### config.mk
export PLATFORM = sky130hd
export DESIGN_NAME = nasti_stream_reader_flat
export DESIGN_NICKNAME = d
export VERILOG_FILES = /design/src/rtl/nasti_stream_reader_if.sv /design/src/rtl/nasti_stream_reader.sv /design/src/flat_wrapper.sv
export SDC_FILE = /design/constraint.sdc
export NUM_CORES = 1
export LEC_CHECK = 0
export CAP_MARGIN = 30
export CORE_AREA = 2 2 205 207
export CTS_BUF_LIST = sky130_fd_sc_hd__clkbuf_4 sky130_fd_sc_hd__clkbuf_8
export CTS_CLUSTER_DIAMETER = 40
export CTS_CLUSTER_SIZE = 25
export DETAILED_ROUTE_END_ITERATION = 12
export DIE_AREA = 0 0 207 209
export SLEW_MARGIN = 40
export SYNTH_ARGS = -nofsm -noshare
export SYNTH_HDL_FRONTEND = slang
export SYNTH_SLANG_ARGS = --single-unit
### constraint.sdc
create_clock -name aclk -period 9 [get_ports aclk]
set_clock_uncertainty 0.05 [all_clocks]
set_input_delay 2.7 -clock aclk [delete_from_list [all_inputs] [get_ports aclk]]
set_output_delay 2.7 -clock aclk [all_outputs]
set_load 0.03 [all_outputs]
### src/rtl/nasti_stream_reader_if.sv
// NASTI memory channel and NASTI-stream channel bundles shared by the stream movers.
// Modports are named from the point of view of the block that drives the channel.

interface nasti_channel #(
    parameter int unsigned ID_WIDTH   = 1,
    parameter int unsigned ADDR_WIDTH = 64,
    parameter int unsigned DATA_WIDTH = 64,
    parameter int unsigned USER_WIDTH = 1
);
    logic [ID_WIDTH-1:0]     aw_id;
    logic [ADDR_WIDTH-1:0]   aw_addr;
    logic [7:0]              aw_len;
    logic [2:0]              aw_size;
    logic [1:0]              aw_burst;
    logic                    aw_lock;
    logic [3:0]              aw_cache;
    logic [2:0]              aw_prot;
    logic [3:0]              aw_qos;
    logic [3:0]              aw_region;
    logic [USER_WIDTH-1:0]   aw_user;
    logic                    aw_valid;
    logic                    aw_ready;

    logic [DATA_WIDTH-1:0]   w_data;
    logic [DATA_WIDTH/8-1:0] w_strb;
    logic                    w_last;
    logic [USER_WIDTH-1:0]   w_user;
    logic                    w_valid;
    logic                    w_ready;

    logic [ID_WIDTH-1:0]     b_id;
    logic [1:0]              b_resp;
    logic [USER_WIDTH-1:0]   b_user;
    logic                    b_valid;
    logic                    b_ready;

    logic [ID_WIDTH-1:0]     ar_id;
    logic [ADDR_WIDTH-1:0]   ar_addr;
    logic [7:0]              ar_len;
    logic [2:0]              ar_size;
    logic [1:0]              ar_burst;
    logic                    ar_lock;
    logic [3:0]              ar_cache;
    logic [2:0]              ar_prot;
    logic [3:0]              ar_qos;
    logic [3:0]              ar_region;
    logic [USER_WIDTH-1:0]   ar_user;
    logic                    ar_valid;
    logic                    ar_ready;

    logic [ID_WIDTH-1:0]     r_id;
    logic [DATA_WIDTH-1:0]   r_data;
    logic [1:0]              r_resp;
    logic                    r_last;
    logic [USER_WIDTH-1:0]   r_user;
    logic                    r_valid;
    logic                    r_ready;

    modport master (
        output aw_id, aw_addr, aw_len, aw_size, aw_burst, aw_lock, aw_cache, aw_prot, aw_qos,
               aw_region, aw_user, aw_valid,
        input  aw_ready,
        output w_data, w_strb, w_last, w_user, w_valid,
        input  w_ready,
        input  b_id, b_resp, b_user, b_valid,
        output b_ready,
        output ar_id, ar_addr, ar_len, ar_size, ar_burst, ar_lock, ar_cache, ar_prot, ar_qos,
               ar_region, ar_user, ar_valid,
        input  ar_ready,
        input  r_id, r_data, r_resp, r_last, r_user, r_valid,
        output r_ready
    );

    modport slave (
        input  aw_id, aw_addr, aw_len, aw_size, aw_burst, aw_lock, aw_cache, aw_prot, aw_qos,
               aw_region, aw_user, aw_valid,
        output aw_ready,
        input  w_data, w_strb, w_last, w_user, w_valid,
        output w_ready,
        output b_id, b_resp, b_user, b_valid,
        input  b_ready,
        input  ar_id, ar_addr, ar_len, ar_size, ar_burst, ar_lock, ar_cache, ar_prot, ar_qos,
               ar_region, ar_user, ar_valid,
        output ar_ready,
        output r_id, r_data, r_resp, r_last, r_user, r_valid,
        input  r_ready
    );
endinterface

interface nasti_stream_channel #(
    parameter int unsigned DATA_WIDTH = 64,
    parameter int unsigned ID_WIDTH   = 1,
    parameter int unsigned DEST_WIDTH = 1,
    parameter int unsigned USER_WIDTH = 1
);
    logic                    t_valid;
    logic                    t_ready;
    logic [DATA_WIDTH-1:0]   t_data;
    logic [DATA_WIDTH/8-1:0] t_strb;
    logic [DATA_WIDTH/8-1:0] t_keep;
    logic                    t_last;
    logic [ID_WIDTH-1:0]     t_id;
    logic [DEST_WIDTH-1:0]   t_dest;
    logic [USER_WIDTH-1:0]   t_user;

    modport master (
        output t_valid, t_data, t_strb, t_keep, t_last, t_id, t_dest, t_user,
        input  t_ready
    );

    modport slave (
        input  t_valid, t_data, t_strb, t_keep, t_last, t_id, t_dest, t_user,
        output t_ready
    );
endinterface

### src/rtl/nasti_stream_reader.sv
// Reads a block of aligned words over NASTI read bursts and emits it as one stream packet.
// One request and one AR burst in flight; R beats pass through a single registered output stage.

module nasti_stream_reader #(
    parameter int unsigned ADDR_WIDTH       = 64,
    parameter int unsigned DATA_WIDTH       = 64,
    parameter int unsigned MAX_BURST_LENGTH = 8,
    parameter int unsigned LEN_WIDTH        = 32
) (
    input  logic                  aclk,
    input  logic                  aresetn,
    nasti_channel.master          src,
    nasti_stream_channel.master   dest,
    input  logic [ADDR_WIDTH-1:0] r_src,
    input  logic [LEN_WIDTH-1:0]  r_len,
    input  logic                  r_valid,
    output logic                  r_ready,
    output logic                  r_err
);

    localparam int unsigned ADDR_SHIFT = $clog2(DATA_WIDTH / 8);
    localparam int unsigned BEAT_WIDTH = $clog2(MAX_BURST_LENGTH) + 1;
    localparam logic [ADDR_WIDTH-1:0] ALIGN_MASK = ~((ADDR_WIDTH'(1) << ADDR_SHIFT) - 1);

    // StDrain waits for the final (or null) beat to leave the output register.
    typedef enum logic [1:0] {StIdle, StAddr, StData, StDrain} state_e;

    state_e                 state_q, state_d;
    logic [ADDR_WIDTH-1:0]  addr_q;
    logic [LEN_WIDTH-1:0]   rem_q;
    logic [BEAT_WIDTH-1:0]  beats_q;
    logic [BEAT_WIDTH-1:0]  burst_n;
    logic [DATA_WIDTH-1:0]  t_data_q;
    logic                   t_valid_q, t_last_q, t_null_q, err_q;
    logic                   accept, ar_fire, r_fire, t_fire, last_beat;

    assign accept    = r_valid && (state_q == StIdle);
    assign ar_fire   = src.ar_valid && src.ar_ready;
    assign r_fire    = src.r_valid && src.r_ready;
    assign t_fire    = t_valid_q && dest.t_ready;
    assign last_beat = (beats_q == BEAT_WIDTH'(1));
    assign burst_n   = (rem_q < LEN_WIDTH'(MAX_BURST_LENGTH)) ? BEAT_WIDTH'(rem_q)
                                                               : BEAT_WIDTH'(MAX_BURST_LENGTH);

    always_ff @(posedge aclk or negedge aresetn) begin
        if (!aresetn) state_q <= StIdle;
        else          state_q <= state_d;
    end

    always_comb begin
        state_d = state_q;
        unique case (state_q)
            StIdle:  if (accept) state_d = (r_len == '0) ? StDrain : StAddr;
            StAddr:  if (ar_fire) state_d = StData;
            StData:  if (r_fire && last_beat) state_d = (rem_q != '0) ? StAddr : StDrain;
            StDrain: if (t_fire) state_d = StIdle;
            default: state_d = StIdle;
        endcase
    end

    always_comb begin
        r_ready      = (state_q == StIdle);
        src.ar_valid = (state_q == StAddr);
        src.r_ready  = (state_q == StData) && (!t_valid_q || dest.t_ready);
    end

    always_ff @(posedge aclk or negedge aresetn) begin
        if (!aresetn) begin
            addr_q    <= '0;
            rem_q     <= '0;
            beats_q   <= '0;
            t_data_q  <= '0;
            t_valid_q <= 1'b0;
            t_last_q  <= 1'b0;
            t_null_q  <= 1'b0;
            err_q     <= 1'b0;
        end else begin
            if (t_fire) t_valid_q <= 1'b0;
            if (accept) begin
                addr_q <= r_src & ALIGN_MASK;
                rem_q  <= r_len;
                err_q  <= 1'b0;
                if (r_len == '0) begin
                    t_data_q  <= '0;
                    t_valid_q <= 1'b1;
                    t_last_q  <= 1'b1;
                    t_null_q  <= 1'b1;
                end
            end
            if (ar_fire) begin
                addr_q  <= addr_q + (ADDR_WIDTH'(burst_n) << ADDR_SHIFT);
                rem_q   <= rem_q - LEN_WIDTH'(burst_n);
                beats_q <= burst_n;
            end
            if (r_fire) begin
                t_data_q  <= src.r_data;
                t_valid_q <= 1'b1;
                t_last_q  <= last_beat && (rem_q == '0);
                t_null_q  <= 1'b0;
                beats_q   <= beats_q - BEAT_WIDTH'(1);
                if (src.r_resp != 2'b00) err_q <= 1'b1;
            end
        end
    end

    assign r_err = err_q;

    assign src.ar_id     = '0;
    assign src.ar_addr   = addr_q;
    assign src.ar_len    = 8'(burst_n - BEAT_WIDTH'(1));
    assign src.ar_size   = 3'(ADDR_SHIFT);
    assign src.ar_burst  = 2'b01;
    assign src.ar_lock   = 1'b0;
    assign src.ar_cache  = '0;
    assign src.ar_prot   = '0;
    assign src.ar_qos    = '0;
    assign src.ar_region = '0;
    assign src.ar_user   = '0;

    assign src.aw_id     = '0;
    assign src.aw_addr   = '0;
    assign src.aw_len    = '0;
    assign src.aw_size   = '0;
    assign src.aw_burst  = '0;
    assign src.aw_lock   = 1'b0;
    assign src.aw_cache  = '0;
    assign src.aw_prot   = '0;
    assign src.aw_qos    = '0;
    assign src.aw_region = '0;
    assign src.aw_user   = '0;
    assign src.aw_valid  = 1'b0;
    assign src.w_data    = '0;
    assign src.w_strb    = '0;
    assign src.w_last    = 1'b0;
    assign src.w_user    = '0;
    assign src.w_valid   = 1'b0;
    assign src.b_ready   = 1'b0;

    assign dest.t_valid = t_valid_q;
    assign dest.t_data  = t_data_q;
    assign dest.t_last  = t_last_q;
    assign dest.t_strb  = t_null_q ? '0 : '1;
    assign dest.t_keep  = t_null_q ? '0 : '1;
    assign dest.t_id    = '0;
    assign dest.t_dest  = '0;
    assign dest.t_user  = '0;

    logic unused_inputs;
    assign unused_inputs = ^{src.aw_ready, src.w_ready, src.b_id, src.b_resp, src.b_user,
                             src.b_valid, src.r_id, src.r_user};

`ifndef SYNTHESIS
    always_ff @(posedge aclk) begin
        if (aresetn && accept) begin
            assert ((r_src & ~ALIGN_MASK) == '0) else $error("misaligned r_src");
        end
        if (aresetn && r_fire) begin
            assert (src.r_last == last_beat) else $error("r_last disagrees with beat count");
        end
    end
`endif

endmodule
### src/flat_wrapper.sv
// flat-port wrapper written by rule: the top's interface ports become plain ports
module nasti_stream_reader_flat 
#(
    parameter int unsigned ADDR_WIDTH       = 64,
    parameter int unsigned DATA_WIDTH       = 64,
    parameter int unsigned MAX_BURST_LENGTH = 8,
    parameter int unsigned LEN_WIDTH        = 32
)
  (aclk, aresetn, r_src, r_len, r_valid, r_ready, r_err, src_aw_id, src_aw_addr, src_aw_len, src_aw_size, src_aw_burst, src_aw_lock, src_aw_cache, src_aw_prot, src_aw_qos, src_aw_region, src_aw_user, src_aw_valid, src_aw_ready, src_w_data, src_w_strb, src_w_last, src_w_user, src_w_valid, src_w_ready, src_b_id, src_b_resp, src_b_user, src_b_valid, src_b_ready, src_ar_id, src_ar_addr, src_ar_len, src_ar_size, src_ar_burst, src_ar_lock, src_ar_cache, src_ar_prot, src_ar_qos, src_ar_region, src_ar_user, src_ar_valid, src_ar_ready, src_r_id, src_r_data, src_r_resp, src_r_last, src_r_user, src_r_valid, src_r_ready, dest_t_valid, dest_t_data, dest_t_strb, dest_t_keep, dest_t_last, dest_t_id, dest_t_dest, dest_t_user, dest_t_ready);
  nasti_channel #(.ADDR_WIDTH(ADDR_WIDTH), .DATA_WIDTH(DATA_WIDTH)) src_i ();
  nasti_stream_channel #(.DATA_WIDTH(DATA_WIDTH)) dest_i ();
  input  logic aclk;
  input  logic aresetn;
  input  logic [ADDR_WIDTH-1:0] r_src;
  input  logic [LEN_WIDTH-1:0] r_len;
  input  logic r_valid;
  output logic r_ready;
  output logic r_err;
  output wire logic [$bits(src_i.aw_id)-1:0] src_aw_id;
  output wire logic [$bits(src_i.aw_addr)-1:0] src_aw_addr;
  output wire logic [$bits(src_i.aw_len)-1:0] src_aw_len;
  output wire logic [$bits(src_i.aw_size)-1:0] src_aw_size;
  output wire logic [$bits(src_i.aw_burst)-1:0] src_aw_burst;
  output wire logic [$bits(src_i.aw_lock)-1:0] src_aw_lock;
  output wire logic [$bits(src_i.aw_cache)-1:0] src_aw_cache;
  output wire logic [$bits(src_i.aw_prot)-1:0] src_aw_prot;
  output wire logic [$bits(src_i.aw_qos)-1:0] src_aw_qos;
  output wire logic [$bits(src_i.aw_region)-1:0] src_aw_region;
  output wire logic [$bits(src_i.aw_user)-1:0] src_aw_user;
  output wire logic [$bits(src_i.aw_valid)-1:0] src_aw_valid;
  input wire logic [$bits(src_i.aw_ready)-1:0] src_aw_ready;
  output wire logic [$bits(src_i.w_data)-1:0] src_w_data;
  output wire logic [$bits(src_i.w_strb)-1:0] src_w_strb;
  output wire logic [$bits(src_i.w_last)-1:0] src_w_last;
  output wire logic [$bits(src_i.w_user)-1:0] src_w_user;
  output wire logic [$bits(src_i.w_valid)-1:0] src_w_valid;
  input wire logic [$bits(src_i.w_ready)-1:0] src_w_ready;
  input wire logic [$bits(src_i.b_id)-1:0] src_b_id;
  input wire logic [$bits(src_i.b_resp)-1:0] src_b_resp;
  input wire logic [$bits(src_i.b_user)-1:0] src_b_user;
  input wire logic [$bits(src_i.b_valid)-1:0] src_b_valid;
  output wire logic [$bits(src_i.b_ready)-1:0] src_b_ready;
  output wire logic [$bits(src_i.ar_id)-1:0] src_ar_id;
  output wire logic [$bits(src_i.ar_addr)-1:0] src_ar_addr;
  output wire logic [$bits(src_i.ar_len)-1:0] src_ar_len;
  output wire logic [$bits(src_i.ar_size)-1:0] src_ar_size;
  output wire logic [$bits(src_i.ar_burst)-1:0] src_ar_burst;
  output wire logic [$bits(src_i.ar_lock)-1:0] src_ar_lock;
  output wire logic [$bits(src_i.ar_cache)-1:0] src_ar_cache;
  output wire logic [$bits(src_i.ar_prot)-1:0] src_ar_prot;
  output wire logic [$bits(src_i.ar_qos)-1:0] src_ar_qos;
  output wire logic [$bits(src_i.ar_region)-1:0] src_ar_region;
  output wire logic [$bits(src_i.ar_user)-1:0] src_ar_user;
  output wire logic [$bits(src_i.ar_valid)-1:0] src_ar_valid;
  input wire logic [$bits(src_i.ar_ready)-1:0] src_ar_ready;
  input wire logic [$bits(src_i.r_id)-1:0] src_r_id;
  input wire logic [$bits(src_i.r_data)-1:0] src_r_data;
  input wire logic [$bits(src_i.r_resp)-1:0] src_r_resp;
  input wire logic [$bits(src_i.r_last)-1:0] src_r_last;
  input wire logic [$bits(src_i.r_user)-1:0] src_r_user;
  input wire logic [$bits(src_i.r_valid)-1:0] src_r_valid;
  output wire logic [$bits(src_i.r_ready)-1:0] src_r_ready;
  output wire logic [$bits(dest_i.t_valid)-1:0] dest_t_valid;
  output wire logic [$bits(dest_i.t_data)-1:0] dest_t_data;
  output wire logic [$bits(dest_i.t_strb)-1:0] dest_t_strb;
  output wire logic [$bits(dest_i.t_keep)-1:0] dest_t_keep;
  output wire logic [$bits(dest_i.t_last)-1:0] dest_t_last;
  output wire logic [$bits(dest_i.t_id)-1:0] dest_t_id;
  output wire logic [$bits(dest_i.t_dest)-1:0] dest_t_dest;
  output wire logic [$bits(dest_i.t_user)-1:0] dest_t_user;
  input wire logic [$bits(dest_i.t_ready)-1:0] dest_t_ready;
  assign src_aw_id = src_i.aw_id;
  assign src_aw_addr = src_i.aw_addr;
  assign src_aw_len = src_i.aw_len;
  assign src_aw_size = src_i.aw_size;
  assign src_aw_burst = src_i.aw_burst;
  assign src_aw_lock = src_i.aw_lock;
  assign src_aw_cache = src_i.aw_cache;
  assign src_aw_prot = src_i.aw_prot;
  assign src_aw_qos = src_i.aw_qos;
  assign src_aw_region = src_i.aw_region;
  assign src_aw_user = src_i.aw_user;
  assign src_aw_valid = src_i.aw_valid;
  assign src_i.aw_ready = src_aw_ready;
  assign src_w_data = src_i.w_data;
  assign src_w_strb = src_i.w_strb;
  assign src_w_last = src_i.w_last;
  assign src_w_user = src_i.w_user;
  assign src_w_valid = src_i.w_valid;
  assign src_i.w_ready = src_w_ready;
  assign src_i.b_id = src_b_id;
  assign src_i.b_resp = src_b_resp;
  assign src_i.b_user = src_b_user;
  assign src_i.b_valid = src_b_valid;
  assign src_b_ready = src_i.b_ready;
  assign src_ar_id = src_i.ar_id;
  assign src_ar_addr = src_i.ar_addr;
  assign src_ar_len = src_i.ar_len;
  assign src_ar_size = src_i.ar_size;
  assign src_ar_burst = src_i.ar_burst;
  assign src_ar_lock = src_i.ar_lock;
  assign src_ar_cache = src_i.ar_cache;
  assign src_ar_prot = src_i.ar_prot;
  assign src_ar_qos = src_i.ar_qos;
  assign src_ar_region = src_i.ar_region;
  assign src_ar_user = src_i.ar_user;
  assign src_ar_valid = src_i.ar_valid;
  assign src_i.ar_ready = src_ar_ready;
  assign src_i.r_id = src_r_id;
  assign src_i.r_data = src_r_data;
  assign src_i.r_resp = src_r_resp;
  assign src_i.r_last = src_r_last;
  assign src_i.r_user = src_r_user;
  assign src_i.r_valid = src_r_valid;
  assign src_r_ready = src_i.r_ready;
  assign dest_t_valid = dest_i.t_valid;
  assign dest_t_data = dest_i.t_data;
  assign dest_t_strb = dest_i.t_strb;
  assign dest_t_keep = dest_i.t_keep;
  assign dest_t_last = dest_i.t_last;
  assign dest_t_id = dest_i.t_id;
  assign dest_t_dest = dest_i.t_dest;
  assign dest_t_user = dest_i.t_user;
  assign dest_i.t_ready = dest_t_ready;
  nasti_stream_reader #(.ADDR_WIDTH(ADDR_WIDTH), .DATA_WIDTH(DATA_WIDTH), .MAX_BURST_LENGTH(MAX_BURST_LENGTH), .LEN_WIDTH(LEN_WIDTH)) u_core (.aclk(aclk), .aresetn(aresetn), .src(src_i), .dest(dest_i), .r_src(r_src), .r_len(r_len), .r_valid(r_valid), .r_ready(r_ready), .r_err(r_err));
endmodule
# ---- Word level (Yosys, flattened, before mapping)
# Index checks and enable logic that the tools add are counted.
dict set report totals {
  output_inout_bits 356
  elab_cells 71
  input_bits 178
  reg_bits 170
}
dict set report classes {
  addsub 4
  n_mux 29
  n_lt_le_gt_ge 1
  n_eq_ne 8
  n_reduce_logical 20
}
# op n
set op_table {}
lappend op_table {{$mux W64} 5}
lappend op_table {{$add A64 B7 Y64} 1}
lappend op_table {{$logic_not A32 Y1} 2}
lappend op_table {{$mux W32} 2}
lappend op_table {{$lt A32 B4 Y1 const B} 1}
lappend op_table {{$reduce_bool A32 Y1} 1}
lappend op_table {{$sub A32 B4 Y32} 1}
lappend op_table {{$mux W2} 6}
lappend op_table {{$mux W4} 3}
lappend op_table {{$mux W1} 11}
lappend op_table {{$reduce_bool A2 Y1} 5}
lappend op_table {{$mux W8} 1}
lappend op_table {{$pmux W2 S4} 1}
lappend op_table {{$logic_and A1 B1 Y1} 7}
lappend op_table {{$ne A2 B1 Y1 const B} 3}
lappend op_table {{$sub A4 B1 Y5 const B} 1}
lappend op_table {{$eq A2 B2 Y1 const B} 2}
lappend op_table {{$eq A4 B1 Y1 const B} 1}
lappend op_table {{$reduce_and A4 Y1} 1}
lappend op_table {{$sub A4 B1 Y4 const B} 1}
lappend op_table {{$eq A2 B1 Y1 const B} 1}
lappend op_table {{$logic_not A2 Y1} 1}
lappend op_table {{$ne A2 B2 Y1 const B} 1}
lappend op_table {{$reduce_and A2 Y1} 1}
lappend op_table {{other kinds (2)} 2}

# ---- Longest topological paths before layout
# Gate-level depths: netlist (run 1).
dict set report logic_depth {
  ltp_word 7
  mapped_depth 16
  mapped_depth_nobuf 14
}

# ---- Worst setup path before layout (run 1)
# OpenSTA, ideal clock, no wires.
dict set report synth_timing {
  kind {input port to output port}
  from {input dest_t_ready}
  to {output src_r_ready}
  setup_slack_ns 2.625
  t_arrival_ns 3.625
  stages 2
  path_cell_list {nand2b_1 > nor3b_1}
}
dict set report synth_via {
  elab_chain_cells 2
}
# item line_no
set synth_lines {}
lappend synth_lines {{start: declaration} flat_wrapper.sv:71} ;# input wire logic [$bits(dest_i.t_ready)-1:0] dest_t_ready;
lappend synth_lines {{$logic_or A1 B1 Y1} nasti_stream_reader.sv:64} ;# src.r_ready = (state_q == StData) && (!t_valid_q || dest.t_ready);
lappend synth_lines {{$logic_and A1 B1 Y1} nasti_stream_reader.sv:64}
lappend synth_lines {{end: declaration} flat_wrapper.sv:62} ;# output wire logic [$bits(src_i.r_ready)-1:0] src_r_ready;
# Every way passes these cells.

# ---- Worst setup path after layout (run 1)
# Ends and elaborated chain as after synthesis.

==> flow_summary_export.csv, run 1 <==
group,metric,value,unit
routing,drc,0,
logic_synthesis,yosysWarnings,0,
clock_network,cts_hold_buffers,0,
worst_setup_path,cp-start-kind,"primary input",
sta,fin_crit_sh,80.1,%
worst_setup_path,rr_endpoint,"u_core.src.ar_addr[31]",
sta,fmax,0.139,GHz
logic_synthesis,synth_edf_count,0,
cells_and_area,ff_latch_area,4180,µm²
grt,grt_overflow,0,
logic_synthesis,syn_inst,1259,
grt,grt_antenna_before_repair,0,
worst_setup_path,end_kind,"output pin",
worst_hold_path,worstHoldPathType,"flop to flop",
clock_network,cts.path.max_buffers,2,
sta,setup-violations-final,0,
clock_network,cts_buffers,17,
routing,drt_wl_total,37000,µm
clock_network,cts_root_buf,"clkbuf_8",
routing,drt_iter0_drc,785,
sta,finalMaxSlewViolations,0,
die,die_h,209,µm
logic_synthesis,synthArstFlopShare,100,%
flow_run,cap_violations,0,
die,rows,75,
clock_network,cts_setup_buffers,0,
logic_synthesis,ys_seq_elements,167,
die,start_util,25.7,%
cells_and_area,fin_area,13900,µm²
die,fp.coreArea,41300,µm²
logic_synthesis,synth_area_leader_cell,"dfrtp_1",
sta,hold_viol,0,
sta,rsz0062_at_grt,"false",
worst_setup_path,path_class,"primary input to output pin",
clock_network,tritoncts,"done",
clock_network,cts_num_sinks,167,
die,die_x,207,µm
cells_and_area,diodes,0,
routing,drt_pass1_iterations,7,
placed_design,placed_area,13500,µm²
die,dieArea,43300,µm²
grt,grt_usage,16.7,%
logic_synthesis,ys_seq_area_share,39.4,%
sta,fin_setup_tns,0,ns
cells_and_area,multi_input_area,5220,µm²
power,ir_worst_vdd,139,µV
placed_design,gp_congestion,0.874,
status,status,"complete, no violations",
placed_design,port_buffers,319,
routing,post_drt_wl_per_cell,17.8,µm
cells_and_area,final_nets,1716,
grt,grt_first_pass_wirelength,56400,µm
worst_setup_path,rr_worst_depth,15,
logic_synthesis,syn_area_per_cell,8.43,µm²
clock_network,cts_resized,0,
die,ioPinCount,534,
grt,grt_max_degree,85,
logic_synthesis,yosys.cell_types.count,73,
worst_setup_path,rrSetupSlack,4.08,ns
power,leakagePower,5.67,nW
power,power_density,311,nW/µm²
worst_setup_path,crit_arrival,4.46,ns
routing,viasPerCell,4.74,
cells_and_area,nFillCells,4345,
cells_and_area,layout-drive-gt1-share,5.32,%
worst_setup_path,crit_required,6.25,ns
routing,vias,9862,
clock_network,htreeDepth,4,
worst_hold_path,hold_path_depth,1,
cells_and_area,area_delta_synth_final,30.6,%
placed_design,hpwlAfterDp,26900,µm
worst_hold_path,hold_end,"u_core.src.ar_addr[63]",
logic_synthesis,synth-main-ff-cell,"dfrtp_1",
logic_synthesis,synth_top_cell_area_share,39.4,%
worst_setup_path,cp_max_fo,3,
sta,worstMarginPinSlew,0.782,ns
grt,grt_pass1_vias,9465,
worst_hold_path,min-delay-start,"u_core.src.ar_addr[63]",
logic_synthesis,syn_area,10600,µm²
clock_network,cts.clk_slew.worst_paths,0.09,ns
logic_synthesis,synthTopCellsByArea,"dfrtp_1 (39%), buf_4 (15%), nand2_1 (8.1%)",
routing,final_antenna_net_count,0,
clock_network,clk-insertion-delay-late,0.48,ns
sta,max_slew_margin,47.9,%
sta,layout_min_cycle_time,7.21,ns
worst_setup_path,r2r-start,"u_core.rem_q[12]",
[metal layers]
| layer | track usage (%) | vias to the layer above | share of wire (%) |
|---|---|---|---|
| li1 | - | 4606 | - |
| met3 | 4.42 | 37 | 7.3 |
| met5 | 0 | - | 0 |
| met1 | 21.0 | 4744 | 43 |
| met2 | 27.5 | 475 | 48 |
| met4 | 5.76 | 0 | 2.1 |
[report_power, final]
part | leakage, nW | total, mW | switching [mW] | internal (mW)
combinational | 3.47 | 2.30 | 1.42 | 0.884
clock | 0.177 | 0.529 | 0.322 | 0.208
sequential | 2.02 | 1.48 | 0.382 | 1.10
[worst max path at each step]
| stage | startpoint | to | slack [ns] | cells past startpoint |
|---|---|---|---|---|
| 4_1_cts | dest_t_ready | src_r_ready | 1.79 | 4 |
| 3_5_place_dp | dest_t_ready | src_r_ready | 1.81 | 4 |
| 6_report | dest_t_ready | src_r_ready | 1.79 | 4 |
| 5_1_grt | dest_t_ready | src_r_ready | 1.60 | 4 |
| 2_1_floorplan | dest_t_ready | src_r_ready | 2.62 | 2 |
| 3_3_place_gp | dest_t_ready | src_r_ready | 1.80 | 4 |
[synthesized netlist by cell type (3+ instances only)]
cell type  instances
buf_4            219
mux2i_1            8
nand4_1           27
nand2b_1           3
o22ai_1           15
buf_1              9
dfrtp_1          167
a22oi_1           14
nor2b_1            3
nor4_1            19
and3_1            13
nor3b_1            4
nand2_1          229
o311ai_0          20
and2_1             6
nor2_1            65
a21o_1             5
a221o_1            5
or3_1              5
and4_1             4
a21oi_1           25
o21a_1             5
ha_1               8
a32oi_1            3
o221a_2            4
or4_1              9
o211ai_1          19
o21ai_0           91
inv_1             23
a211oi_1          25
nor3_1            36
a31o_2             3
clkbuf_1          52
o41ai_1            3
o211a_1            3
a31oi_1            4
buf_2              4
xor2_1             4
a311oi_1          16
nand3_1           38
[cells in the final DEF, fill, tap and decap left out, drive strengths merged, types with 8 or more instances in the layout]
cell type      count
nor4              21
nor3              38
o21ai             91
and3              13
mux2i              8
inv               28
nand3             38
clkdlybuf4s50    318
a21oi             25
clkbuf            20
nand2            229
dfrtp            167
ha                 8
nor2              65
conb             202
nand4             27
a311oi            16
buf               17
o311ai            20
a22oi             14
or4               11
o22ai             15
a211oi            25
o211ai            19
[through the flow]
step	hold slack [ns]	instances	setup WS (ns)	total power, mW	utilization [%]
2_1_floorplan	0.409	1459	2.62	2.87	-
3_3_place_gp	0.425	2048	1.80	3.76	32.6
4_1_cts	0.455	2079	1.79	4.35	33.5
5_1_grt	0.479	2080	1.60	4.61	33.6
6_report	0.450	2080	1.79	4.32	33.6
3_5_place_dp	0.433	2048	1.81	3.80	32.6
[critical path: stages]
cell             delay [ns]
clkdlybuf4s50_1        0.50
nand2b_1               0.13
nor3b_1                0.35
clkdlybuf4s50_1        0.78
[cells by family (layout without fill, tap and decap cells)]
kind of cell	Yosys count	after routing	synth area share (%)
simple gates	473	473	20.8
other cells	2	202	0.0708
fa+ha+maj	9	9	1.13
compound gates	284	284	18.4
buf+inv	310	392	18.9
mux	9	9	0.861
xor+xnor	5	5	0.413
flops	167	167	39.4
[sequential cells by signal (all words and copies together) (netlist names)]
register and count:
u_core.dest.t_valid 1, u_core.beats_q 4, u_core.r_err 1, u_core.t_null_q 1, u_core.dest.t_data 64, u_core.dest.t_last 1
u_core.rem_q 32, u_core.src.ar_addr 61, u_core.state_q 2
[area by class of cell]
class | count | share of cell area, %
tap | 539 | 4.87
inverter | 25 | 0.704
sequential | 167 | 30.1
timing repair buffer | 336 | 24.1
clock buffer | 19 | 1.89
multi-input combinational | 982 | 37.7
clock inverter | 12 | 0.668
Power figures use the tool's default switching activity.
==> inputs of run 2 (changes only) <==
--- a/config.mk
+++ b/config.mk
@@ -6,12 +6,12 @@
 export NUM_CORES = 1
 export LEC_CHECK = 0
 export CAP_MARGIN = 30
-export CORE_AREA = 2 2 205 207
+export CORE_AREA = 2 2 209 211
 export CTS_BUF_LIST = sky130_fd_sc_hd__clkbuf_4 sky130_fd_sc_hd__clkbuf_8
 export CTS_CLUSTER_DIAMETER = 40
 export CTS_CLUSTER_SIZE = 25
 export DETAILED_ROUTE_END_ITERATION = 12
-export DIE_AREA = 0 0 207 209
+export DIE_AREA = 0 0 211 213
 export SLEW_MARGIN = 40
 export SYNTH_ARGS = -nofsm -noshare
 export SYNTH_HDL_FRONTEND = slang
==> constraint.sdc (replaced) <==
create_clock -name aclk -period 6.1 [get_ports aclk]
set_clock_uncertainty 0.05 [all_clocks]
set_input_delay 1.83 -clock aclk [delete_from_list [all_inputs] [get_ports aclk]]
set_output_delay 1.83 -clock aclk [all_outputs]
set_load 0.03 [all_outputs]
==> flow_summary_export.csv, run 2 (same netlist as run 1, synthesis figures left out) <==
group,metric,value,unit
sta,hold_viol,0,
routing,viasPerCell,4.75,
sta,fin_crit_sh,91.1,%
routing,final_antenna_net_count,0,
worst_setup_path,path_class,"flop to output pin",
placed_design,gp_congestion,0.858,
die,start_util,24.9,%
clock_network,htreeDepth,4,
clock_network,cts.clk_slew.worst_paths,0.10,ns
routing,drt_iter0_drc,754,
power,comb_power_share,53.5,%
placed_design,hpwlAfterDp,27900,µm
grt,grt_overflow,0,
worst_setup_path,crit_required,4.22,ns
sta,fmax,0.180,GHz
cells_and_area,area_delta_synth_final,30.9,%
worst_setup_path,cp.buffers_inverters,2,
routing,drc,0,
grt,grt_antenna_before_repair,0,
sta,holdWs,0.439,ns
worst_setup_path,worst_path_max_delay_cell,"clkdlybuf4s50_1",
sta,fin_setup_tns,0,ns
worst_hold_path,worstHoldPathType,"flop to flop",
cells_and_area,final_nets,1720,
cells_and_area,largest_reg_flops,64,
worst_setup_path,cpPeakStageDelay,0.78,ns
power,p_switching,3.13,mW
power,p_seq_share,34.2,%
die,ioPinCount,534,
sta,max_slew_margin,41.4,%
grt,grt_usage,16.0,%
clock_network,cts.path.max_buffers,2,
die,die_h,213,µm
clock_network,cts_root_buf,"clkbuf_8",
worst_setup_path,cp_max_fo,7,
routing,vias,9930,
cells_and_area,final_common_cell,"clkdlybuf4s50_1",
die,die_x,211,µm
placed_design,port_buffers,319,
power,clockPowerShare,12.3,%
cells_and_area,layout_common_cells,"clkdlybuf4s50_1 (318), nand2_1 (225), conb_1 (202)",
power,swShare,49.2,%
worst_setup_path,crit_arrival,3.67,ns
clock_network,cts_num_sinks,167,
power,leakagePower,5.68,nW
routing,drt_pass1_iterations,6,
grt,grt_pass1_vias,9207,
cells_and_area,diodes,0,
grt,grt_first_pass_wirelength,55000,µm
power,ir_worst_vdd,203,µV
routing,drt_wl_total,37400,µm
worst_setup_path,cp_cell_sequence,"or4_4 > nor4b_4 > and3_1 > inv_4 > nor3b_1 > clkdlybuf4s50_1",
routing,post_drt_wl_per_cell,17.9,µm
worst_setup_path,cp-start-kind,"flop",
clock_network,cts_setup_buffers,0,
worst_setup_path,path_delay_family,"simple AND/OR/NAND/NOR gates",
sta,finalMaxSlewViolations,0,
cells_and_area,layout-drive-gt1-share,5.50,%
clock_network,clk-insertion-delay-late,0.50,ns
power,power_density,459,nW/µm²
sta,worstMarginPinSlew,0.873,ns
cells_and_area,nFillCells,4537,
power,p_int,3.24,mW
die,dieArea,44900,µm²
sta,layout_min_cycle_time,5.55,ns
sta,rsz0062_at_grt,"false",
status,status,"complete, no violations",
grt,grt_max_degree,87,
clock_network,tritoncts,"done",
flow_run,cap_violations,0,
clock_network,cts_hold_buffers,0,
die,fp.coreArea,42700,µm²
clock_network,cts_resized,0,
worst_setup_path,end_kind,"output pin",
clock_network,cts_buffers,17,
die,rows,76,
sta,setup-violations-final,0,
==> run 2: changes by cell type in the layout (fill, tap and decap cells not counted), moves of 2 or more <==
cell	change
clkinvlp_4	+3
clkinv_2	-2
and2_4	+2
clkbuf_4	+2
and2_2	-2
buf_4	+4
==> run 2: through the flow <==
stage / power, mW / instances / worst slack [ns] / util [%] / instance area [µm²]
after floorplan: 4.24 / 1459 / 1.38 / - / 11400
after global placement: 5.56 / 2060 / 0.652 / 31.7 / 13500
after detailed placement: 5.62 / 2060 / 0.598 / 31.7 / 13500
after CTS: 6.44 / 2092 / 0.372 / 32.5 / 13900
after global routing: 6.81 / 2092 / 0.214 / 32.5 / 13900
final: 6.37 / 2092 / 0.546 / 32.5 / 13900
==> run 2: cell type report <==
cell class / count / area [µm²] / area share, %
clock buffers: 20 / 263 / 1.89
multi-input cells: 982 / 5210 / 37.5
repair buffers: 340 / 3370 / 24.2
well taps: 546 / 683 / 4.92
clock inverters: 12 / 96.3 / 0.694
inverters: 25 / 97.6 / 0.703
flip-flops and latches: 167 / 4180 / 30.1
==> run 2: per-layer routing <==
metal	GRT usage [%]	part of all wire, %	vias up
met1	20.0	42	4749
li1	-	-	4613
met2	26.4	47	515
met4	6.51	2.7	0
met5	0	0	-
met3	3.93	7.7	53
==> run 2: worst reg2reg max path, delay by kind of cell, from the launching register on <==
family | cells | cell delay (ns)
AO/OA/AOI/OAI | 4 | 1.08
flip-flops | 1 | 0.45
AND/OR/NAND/NOR | 6 | 2.10
buffers and inverters | 3 | 0.42
adder cells (fa/ha/maj) | 2 | 0.57
==> run 2: final timing paths <==
check                                      from                     end  slack, ns  cells past startpoint
worst max register to register  u_core.rem_q[8]  u_core.src.ar_addr[23]       1.33                     15
min in group asynchronous               aresetn  u_core.dest.t_data[11]       1.33                      1
worst max-delay path            u_core.rem_q[8]           src_ar_len[4]       0.55                      6
worst min register to register     u_core.r_err            u_core.r_err       0.44                      2
worst min-delay path               u_core.r_err            u_core.r_err       0.44                      2
max in group asynchronous               aresetn  u_core.src.ar_addr[58]       3.69                      2
==> run 2: power by group through the flow <==
| stage | clock, mW | combinational, mW | sequential, mW |
|---|---|---|---|
| finish | 0.782 | 3.41 | 2.18 |
| global route | 0.861 | 3.68 | 2.27 |
| CTS | 0.830 | 3.43 | 2.18 |
| detailed placement | 0 | 3.42 | 2.19 |
| global placement | 0 | 3.38 | 2.17 |
| floorplan | 0 | 1.41 | 2.82 |
